File: src/rtl/seg7_scan_decoder.sv
// Monitors a time-multiplexed 7-segment bus and rebuilds per-digit hex values.
// A digit is captured once per dwell after STABLE_CYCLES identical one-hot samples.
module seg7_scan_decoder #(
    parameter int STABLE_CYCLES = 4
) (
    input  logic        iCLK,
    input  logic        iRST_N,
    input  logic [6:0]  iSEG,
    input  logic [7:0]  iDIG_SEL,
    output logic [63:0] oDIG,
    output logic [7:0]  oVALID,
    output logic [7:0]  oERR,
    output logic        oFRAME
);

    localparam logic [7:0] CNT_MAX = 8'(STABLE_CYCLES - 1);

    logic [14:0] sampleIn;
    logic [14:0] sampleQ;
    logic [7:0]  cnt;
    logic        captured;
    logic [7:0]  seenMask;
    logic [7:0]  newSeen;
    logic        inOneHot;
    logic        inSame;
    logic        doCapture;
    logic [7:0]  decByte;
    logic        decErr;

    assign sampleIn = {iDIG_SEL, iSEG};
    assign inOneHot = $onehot(iDIG_SEL);
    assign inSame   = (sampleIn == sampleQ);
    // cnt can only reach CNT_MAX while sampleQ holds a one-hot select
    assign doCapture = (cnt == CNT_MAX) && !captured;
    assign newSeen   = seenMask | sampleQ[14:7];

    always_comb begin
        decByte = 8'hFF;
        decErr  = 1'b0;
        case (sampleQ[6:0])
            7'b1000000: decByte = 8'h00;
            7'b1111001: decByte = 8'h01;
            7'b0100100: decByte = 8'h02;
            7'b0110000: decByte = 8'h03;
            7'b0011001: decByte = 8'h04;
            7'b0010010: decByte = 8'h05;
            7'b0000010: decByte = 8'h06;
            7'b1111000: decByte = 8'h07;
            7'b0000000: decByte = 8'h08;
            7'b0011000: decByte = 8'h09;
            7'b0001000: decByte = 8'h0A;
            7'b0000011: decByte = 8'h0B;
            7'b1000110: decByte = 8'h0C;
            7'b0100001: decByte = 8'h0D;
            7'b0000110: decByte = 8'h0E;
            7'b0001110: decByte = 8'h0F;
            default: begin
                decByte = 8'hFF;
                decErr  = 1'b1;
            end
        endcase
    end

    // cnt/captured describe the dwell that sampleQ is about to hold after this edge
    always_ff @(posedge iCLK) begin
        if (!iRST_N) begin
            sampleQ  <= '0;
            cnt      <= '0;
            captured <= 1'b0;
        end else begin
            sampleQ <= sampleIn;
            if (!inOneHot || !inSame) begin
                cnt      <= '0;
                captured <= 1'b0;
            end else begin
                if (cnt < CNT_MAX) begin
                    cnt <= cnt + 8'd1;
                end
                if (doCapture) begin
                    captured <= 1'b1;
                end
            end
        end
    end

    always_ff @(posedge iCLK) begin
        if (!iRST_N) begin
            oDIG     <= '0;
            oVALID   <= '0;
            oERR     <= '0;
            oFRAME   <= 1'b0;
            seenMask <= '0;
        end else begin
            oFRAME <= 1'b0;
            for (int n = 0; n < 8; n++) begin
                if (doCapture && sampleQ[7+n]) begin
                    oDIG[n*8 +: 8] <= decByte;
                    oVALID[n]      <= 1'b1;
                    oERR[n]        <= decErr;
                end
            end
            if (doCapture) begin
                if (newSeen == 8'hFF) begin
                    oFRAME   <= 1'b1;
                    seenMask <= '0;
                end else begin
                    seenMask <= newSeen;
                end
            end
        end
    end

endmodule

File: config.mk
export PLATFORM = sky130hd
export DESIGN_NAME = seg7_scan_decoder
export DESIGN_NICKNAME = d
export VERILOG_FILES = /design/src/rtl/seg7_scan_decoder.sv
export SDC_FILE = /design/constraint.sdc
export NUM_CORES = 1
export LEC_CHECK = 0
export BUFFER_PORTS_ARGS = -buffer_cell sky130_fd_sc_hd__buf_4
export CORE_MARGIN = 2
export CORE_UTILIZATION = 53
export CTS_BUF_LIST = sky130_fd_sc_hd__clkbuf_16
export DETAILED_ROUTE_END_ITERATION = 8
export PLACE_DENSITY = 0.88
export SYNTH_ARGS = -nofsm -noshare
export SYNTH_HDL_FRONTEND = slang
export SYNTH_SLANG_ARGS = --single-unit
export TNS_END_PERCENT = 30
File: constraint.sdc
create_clock -name iCLK -period 5.37 [get_ports iCLK]
set_clock_uncertainty 0.1 [all_clocks]
set_input_delay 0.8055 -clock iCLK [delete_from_list [all_inputs] [get_ports iCLK]]
set_output_delay 0.8055 -clock iCLK [all_outputs]
set_load 0.02 [all_outputs]
==> results.cfg, run 1 <==
[status]
status = complete, no violations

[global_route]
grt_pass1_vias = 2763
antenna_found_initial = 0
grt_max_degree = 36
grt_remaining_overflow = 0
grt_pass1_wl_um = 13470
grt_usage_pct = 22.56

[timing]
worst_slack_ns = 1.029
drv_slew = 0
hold_viol_final = 0
post-route-period-util_pct = 80.85
worst_pin_slew_ns = 0.8672
fmax_ghz = 0.2303
setup_viol = 0
relSlewSlack_pct = 41.91
finalSetupTns_ns = 0
rsz0062_at_grt = false
fin_crit_ns = 4.341

[floorplanning]
start_util_pct = 55.20
io_pins = 98
rows = 30
core_area_um2 = 6832
fp.dieH_um = 88.35
design.die.area_um2 = 7806
die_w_um = 88.35

[placement]
gp_congestion = 0.8609
port_buffers = 97
dp_hpwl_um = 6234
post-place-ws_ns = 0.7723

[clocking]
numCtsBuffers = 9
cts_buffer_depth = 2
post_cts.repair.setup_buffers = 0
clk_pin_slew_worst_paths_ns = 0.05
htreeDepth = 3
postCtsResizedCells = 0
clock-sinks = 81
clk_latency_ns = 0.33
cts_tree = built
postCtsHoldBufs = 0
cts-root-buf = clkbuf_16

[worst_setup_path]
endpoint_kind = register
required_ns = 5.53
cp.arrival_ns = 4.51
critPathLaunchType = input port
r2r-start = sampleQ[2]
path_max_fanout = 9
critPathLaunch = iDIG_SEL[0]
crit_type = input port to register

[detailed_routing]
drt_iter0_markers = 286
wl_per_cell_um = 15.36
vias = 3108
dr.pass1.iters = 5
totalWireLength_um = 8663
antenna_left = 0
drc = 0
viasPerCell = 5.511

[finish]
finalNetCount = 489
layout_commonest_cell = buf_4
fill_cells = 568
antenna_cells = 0
drive_gt1_share_pct = 26.92
mostFrequentLayoutCells = buf_4, dfxtp_1, nor2_1
area_growth_syn_to_layout_pct = 18.48

[yosys]
ys.flop_type = dfxtp_1
synth_warnings = 0
synth_area_leaders = dfxtp_1, buf_4, and2_1
synth_edf_count = 0
synth_fp_nets = 439
synth_mux_area_share_pct = 0.5309
synthAdderAreaFrac_pct = 3.451
synth_area_um2 = 3771
syn_inst = 414
synth_seq_cells = 81
synth-simple-area-share_pct = 20.97
synth_top_area_cell = dfxtp_1
yosysTopAreaCellShare_pct = 43.00
synth_xor_area_share_pct = 4.380
postSynthAreaPerCell_um2 = 9.109
ys_seq_area_share_pct = 43.00
synth.distinct_cells = 51
async_reset_ff_share_pct = 0
synth-compound-area-share_pct = 13.90
synth_top_family_by_area = simple AND/OR/NAND/NOR gates

[pwr]
powerDensity_nw_per_um2 = 294.2
p_leak_nw = 1.918
peakVddDrop_mv = 0.1881

[hold_path]
min_from = cnt[5]
min_path_type = register to register

[job]
maxCapViolations = 0
path summary, 6_finish.rpt:
check | end | slack [ns] | cells after the start
min | cnt[5] | 0.36 | 1
max | captured | 1.03 | 13
max reg2reg | oDIG[14] | 2.66 | 6
min reg2reg | cnt[5] | 0.36 | 1
power breakdown:
group / total, W / switching (W) / leakage, nW / internal (W)
sequential: 0.000621 / 0.0000144 / 0.656 / 0.000607
clock: 0.000584 / 0.000228 / 0.144 / 0.000355
combinational: 0.000109 / 0.0000650 / 1.12 / 0.0000443
total: 0.00131 / 0.000308 / 1.92 / 0.00101
flip-flops by register name, indices dropped and copies added (netlist names):
register / cells
sampleQ: 15
seenMask: 8
captured: 1
oDIG: 40
cnt: 8
oFRAME: 1
oVALID: 8
per-layer routing:
layer	track usage, %	part of all wire (%)	wire length, µm	vias to the layer above
met5	0	0	0	-
met2	36.64	49	4222	166
met4	10.33	2.4	204	0
li1	-	-	-	1469
met3	3.358	7.8	675	20
met1	29.77	41	3561	1453
kinds of logic (layout without fill, tap and decap cells):
logic type,Yosys count,after routing
xor gates and xnor gates,18,18
and+or+nand+nor,144,144
buffers and inverters,78,132
adders and majority gates,8,8
DFF,81,81
AOI/OAI and AO/OA,83,83
muxes,2,2
stage by stage:
step                util (%)  instance area [µm²]  instances  total power [W]  hold WS, ns
global placement       61.23                 4183        549        0.0007319       0.3467
finish                 65.40                 4468        564         0.001314       0.3598
detailed placement     61.23                 4183        549        0.0007392       0.3447
CTS                    65.40                 4468        564         0.001319       0.3623
floorplan                  -                 3771        414        0.0007095       0.3308
global route           65.40                 4468        564         0.001355       0.3727
cell usage after synthesis (5+ instances only):
master / number
clkbuf_1: 7
o31ai_1: 5
and2_1: 24
nor2_1: 37
buf_6: 12
a21oi_1: 28
o21a_1: 9
nand2_1: 32
buf_2: 6
nand3_1: 18
o21ai_1: 16
buf_4: 34
dfxtp_1: 81
xnor2_1: 13
a31oi_1: 9
inv_1: 18
worst max-delay path: stages:
cell	delay [ns]
buf_4	0.09
inv_1	0.06
fa_1	0.57
fa_1	0.43
fa_1	0.47
inv_1	0.08
ha_1	0.16
inv_1	0.06
fa_1	0.49
nand4_1	0.11
or4_4	0.57
nor4_4	0.43
nor2b_1	0.19
layout make-up:
class                           count  area [µm²]  share of cell area [%]
Inverter                           18       67.56                   1.512
Timing Repair Buffer               99       743.2                   16.63
Sequential cell                    81        1622                   36.29
Tap cell                           96       120.1                   2.688
Multi-Input combinational cell    255        1630                   36.49
Clock buffer                        9       225.2                   5.041
Clock inverter                      6       60.06                   1.344
Note: power is estimated with default switching activity, not from simulation.
==> inputs of run 2 (changes only) <==
Clock period 5.37 ns to 4.16 ns, I/O delays scaled along.
==> results.cfg, run 2 (same netlist as run 1, synthesis figures left out) <==
[status]
status = complete, no violations

[placement]
gp_congestion = 0.8596
post-place-ws_ns = -0.3095
dp_hpwl_um = 6230
port_buffers = 97

[finish]
antenna_cells = 0
drive_gt1_share_pct = 28.27
reg.largest.list = oDIG x40, sampleQ x15
finalNetCount = 494
largest_reg_flops = 40
area_growth_syn_to_layout_pct = 20.57
layout_commonest_cell = buf_4
mostFrequentLayoutCells = buf_4, dfxtp_1, nor2_1
largest_register = oDIG

[floorplanning]
die_w_um = 88.35
rows = 30
design.die.area_um2 = 7806
fp.dieH_um = 88.35
start_util_pct = 55.20
core_area_um2 = 6832
io_pins = 98

[clocking]
postCtsHoldBufs = 0
cts_buffer_depth = 2
clk_latency_ns = 0.34
numCtsBuffers = 9
htreeDepth = 3
clk_pin_slew_worst_paths_ns = 0.06
cts-root-buf = clkbuf_16
clock-sinks = 81
cts_tree = built

[timing]
hold_viol_final = 0
setup_viol = 0
worst_slack_ns = 0.1808
worst_pin_slew_ns = 0.8358
post-route-period-util_pct = 95.65
fmax_ghz = 0.2513
fin_crit_ns = 3.979
relSlewSlack_pct = 44.02
finalSetupTns_ns = 0
whs_ns = 0.3559
drv_slew = 0
rsz0062_at_grt = false

[detailed_routing]
antenna_left = 0
drt_iter0_markers = 362
vias = 3124
wl_met1_um = 3774
drc = 0
routed.top_layer = met4
wl_met3_um = 551
totalWireLength_um = 8936
viasPerCell = 5.481
met2_length_um = 4422
dr.pass1.iters = 5
wl_per_cell_um = 15.68

[worst_setup_path]
critPathLaunchType = input port
endpoint_kind = register
path_max_fanout = 4
required_ns = 4.34
crit_type = input port to register
cp.arrival_ns = 4.16

[pwr]
peakVddDrop_mv = 0.3262
pwr-share-comb_pct = 7.7
internal_power_w = 0.001374
seqPwrFrac_pct = 44.3
switching_share_pct = 24.10
p_switching_w = 0.0004363
powerDensity_nw_per_um2 = 398.2
pwr-share-clk_pct = 48.0
p_leak_nw = 1.958

[global_route]
grt_pass1_vias = 2892
antenna_found_initial = 0
grt_pass1_wl_um = 14120
grt_max_degree = 40
grt_remaining_overflow = 0
grt_usage_pct = 23.65

[hold_path]
min_path_type = register to register

[job]
maxCapViolations = 0
[run 2: changes by cell type in the layout (fill, tap and decap cells not counted)]
cell	change
inv_6	+1
clkinv_2	-1
buf_2	+1
inv_1	-1
ha_1	-1
inv_8	+1
buf_4	+4
bufinv_16	+1
ha_2	+1
[run 2: stage by stage]
| step | utilization (%) | cell area (µm²) | cells | power, W |
|---|---|---|---|---|
| after floorplan | - | 3771 | 414 | 0.0009158 |
| after global placement | 61.56 | 4205 | 552 | 0.0009468 |
| after detailed placement | 61.56 | 4205 | 552 | 0.0009566 |
| after CTS | 66.34 | 4532 | 568 | 0.001815 |
| after global routing | 66.56 | 4547 | 570 | 0.001870 |
| final | 66.56 | 4547 | 570 | 0.001810 |
[run 2: timing repair]
item | 4_1_cts | 5_1_grt
resized for setup | 0 | 2
buffers inserted | 0 | 1
endpoints found under the setup margin | 0 | 9
[run 2: cell type report]
cell class	instances	area [µm²]
clock inverters	7	101.3
repair buffers	104	778.2
flip-flops and latches	81	1622
well taps	96	120.1
clock buffers	9	225.2
fillers	550	2285
inverters	18	67.56
multi-input cells	255	1633
[run 2: power by group through the flow]
stage | clock network [W] | logic [W] | registers [W]
6_report | 0.000869 | 0.000140 | 0.000801
5_1_grt | 0.000911 | 0.000157 | 0.000803
4_1_cts | 0.000874 | 0.000140 | 0.000801
3_5_place_dp | 0 | 0.000139 | 0.000818
3_3_place_gp | 0 | 0.000129 | 0.000818
2_1_floorplan | 0 | 0.000110 | 0.000806
[run 2: worst max-delay path: stages]
cell and delay (ns):
buf_4 0.08, inv_1 0.06, fa_1 0.52, fa_1 0.55, fa_1 0.41, inv_1 0.07
ha_2 0.17, inv_1 0.05, fa_1 0.48, nand4_1 0.08, or4_4 0.45, nor4_4 0.30
buf_2 0.19, and2_1 0.13
[run 2: per-layer routing]
layer  vias up  GRT usage (%)
met3        20          6.063
met5         -              0
li1       1483              -
met2       145          38.41
met4         0          9.917
met1      1476          30.02
[run 2: final timing paths]
check | start | end | slack, ns | cells after the start
worst max-delay path | iDIG_SEL[3] | cnt[4] | 0.18 | 14
worst min-delay path | oDIG[2] | oDIG[2] | 0.36 | 2
worst max register to register | cnt[2] | oDIG[57] | 1.69 | 5
worst min register to register | oDIG[2] | oDIG[2] | 0.36 | 2
==> inputs of run 3 (changes only) <==
Settings changed: CORE_MARGIN 2 to 5, SETUP_SLACK_MARGIN from default to 0.5.
==> results.cfg, run 3 (same netlist as run 1, synthesis figures left out) <==
[clocking]
clock-sinks = 81
clk_pin_slew_worst_paths_ns = 0.06
cts-root-buf = clkbuf_16
cts_buffer_depth = 2
htreeDepth = 3
numCtsBuffers = 9
cts_tree = built
postCtsHoldBufs = 0
clk_latency_ns = 0.34

[timing]
setup_viol = 0
worst_pin_slew_ns = 0.9669
fin_crit_ns = 3.839
finalSetupTns_ns = 0
rsz0062_at_grt = true
drv_slew = 0
relSlewSlack_pct = 35.24
hold_viol_final = 0
whs_ns = 0.3613
fmax_ghz = 0.2605
post-route-period-util_pct = 92.27

[floorplanning]
die_w_um = 94.35
io_pins = 98
core_area_um2 = 6869
fp.dieH_um = 94.35
rows = 30
design.die.area_um2 = 8902
start_util_pct = 54.90

[worst_setup_path]
endpoint_kind = register
critPathSlowestCell = fa_1
cp_cell_sequence = buf_8 > inv_4 > fa_1 > fa_1 > fa_1 > inv_2 > ha_4 > inv_2 > fa_1 > nand4_1 > or4_4 > nor4_4 > buf_4 > nor2b_1
path_max_fanout = 5
r2r_slack_ns = 1.71
critPathLaunchType = input port
cpPeakStageDelay_ns = 0.55
cp.arrival_ns = 4.01
required_ns = 4.33
cp_common_cell = fa_1
cp_num_buf_inv = 5
cp_top_family = adder cells
crit_type = input port to register

[finish]
largest_register = oDIG
mostFrequentLayoutCells = buf_4, dfxtp_1, nor2_1
instances_no_fill = 569
largest_reg_flops = 40
layout_commonest_cell = buf_4
area_growth_syn_to_layout_pct = 21.47
postLayoutCellArea_um2 = 4581
reg.largest.list = oDIG x40, sampleQ x15
antenna_cells = 0
drive_gt1_share_pct = 29.81
finalNetCount = 494

[detailed_routing]
drt_iter0_markers = 297
viasPerCell = 5.592
dr.pass1.iters = 5
totalWireLength_um = 9783
antenna_left = 0
drc = 0
wl_per_cell_um = 17.19
vias = 3182

[pwr]
pwr-share-clk_pct = 46.9
p_total_w = 0.001800
switching_share_pct = 23.77
p_leak_nw = 1.958
powerDensity_nw_per_um2 = 393.1
p_switching_w = 0.0004280
internal_power_w = 0.001373
seqPwrFrac_pct = 44.6
pwr-share-comb_pct = 8.4
peakVddDrop_mv = 0.2580

[placement]
dp_hpwl_um = 6441
gp_congestion = 0.8388
placedInstanceArea_um2 = 4193
port_buffers = 97
dp_cells = 549

[status]
status = complete, no violations

[hold_path]
min_path_type = register to register

[job]
maxCapViolations = 0

[global_route]
grt_remaining_overflow = 0
grt_pass1_wl_um = 15350
grt_usage_pct = 21.92
grt_max_degree = 40
grt_pass1_vias = 3121
antenna_found_initial = 0
==> run 3: cell count changes in the layout (fill, tap and decap cells not counted), moves of 2 or more <==
cell,delta
inv_1,-5
buf_4,-3
and2_1,-2
and2_4,+2
buf_8,+2
inv_2,+3
==> run 3: final timing paths <==
path	from	to	depth (start not counted)
setup / recovery	iDIG_SEL[0]	captured	14
hold / removal	oDIG[3]	oDIG[3]	2
setup reg to reg	cnt[2]	oDIG[33]	5
hold reg to reg	oDIG[3]	oDIG[3]	2
==> run 3: layout make-up <==
type / count / area (µm²)
Fill cell: 524 / 2288
Inverter: 18 / 77.57
Multi-Input combinational cell: 255 / 1649
Clock inverter: 6 / 90.09
Sequential cell: 81 / 1622
Clock buffer: 9 / 225.2
Timing Repair Buffer: 104 / 797.0
Tap cell: 96 / 120.1
==> run 3: timing repair <==
item,in CTS,in global routing
buffers inserted,2,2
pin swaps,2,4
endpoints found under the setup margin,9,9
gates cloned,1,0
gates resized for setup,5,8
==> run 3: tightest hold or removal path, stage by stage (launching register included) <==
cell and delay, ns:
dfxtp_1 0.31, nand2_1 0.05, a21oi_1 0.05
==> run 3: per-layer routing <==
metal / up-vias / share of wire, % / track usage, % / routed length, µm
met2: 148 / 50 / 35.22 / 4844
met1: 1518 / 39 / 27.35 / 3836
met3: 31 / 7.7 / 3.825 / 757
met4: 0 / 3.5 / 13.48 / 343
li1: 1485 / - / - / -
met5: - / 0 / 0 / 0
==> run 3: per-stage QoR <==
step           util, %  setup slack (ns)
3_5_place_dp     61.04          -0.06224
3_3_place_gp     61.04           0.02788
6_report         66.68            0.3214
5_1_grt          66.68            0.1796
2_1_floorplan        -            0.2566
4_1_cts          66.07            0.3108
==> run 3: power groups by stage <==
stage | registers [W] | clock network [W] | logic, W
finish | 0.000804 | 0.000845 | 0.000152
global route | 0.000805 | 0.000885 | 0.000168
CTS | 0.000803 | 0.000842 | 0.000140
detailed placement | 0.000819 | 0 | 0.000137
global placement | 0.000819 | 0 | 0.000130
floorplan | 0.000806 | 0 | 0.000111
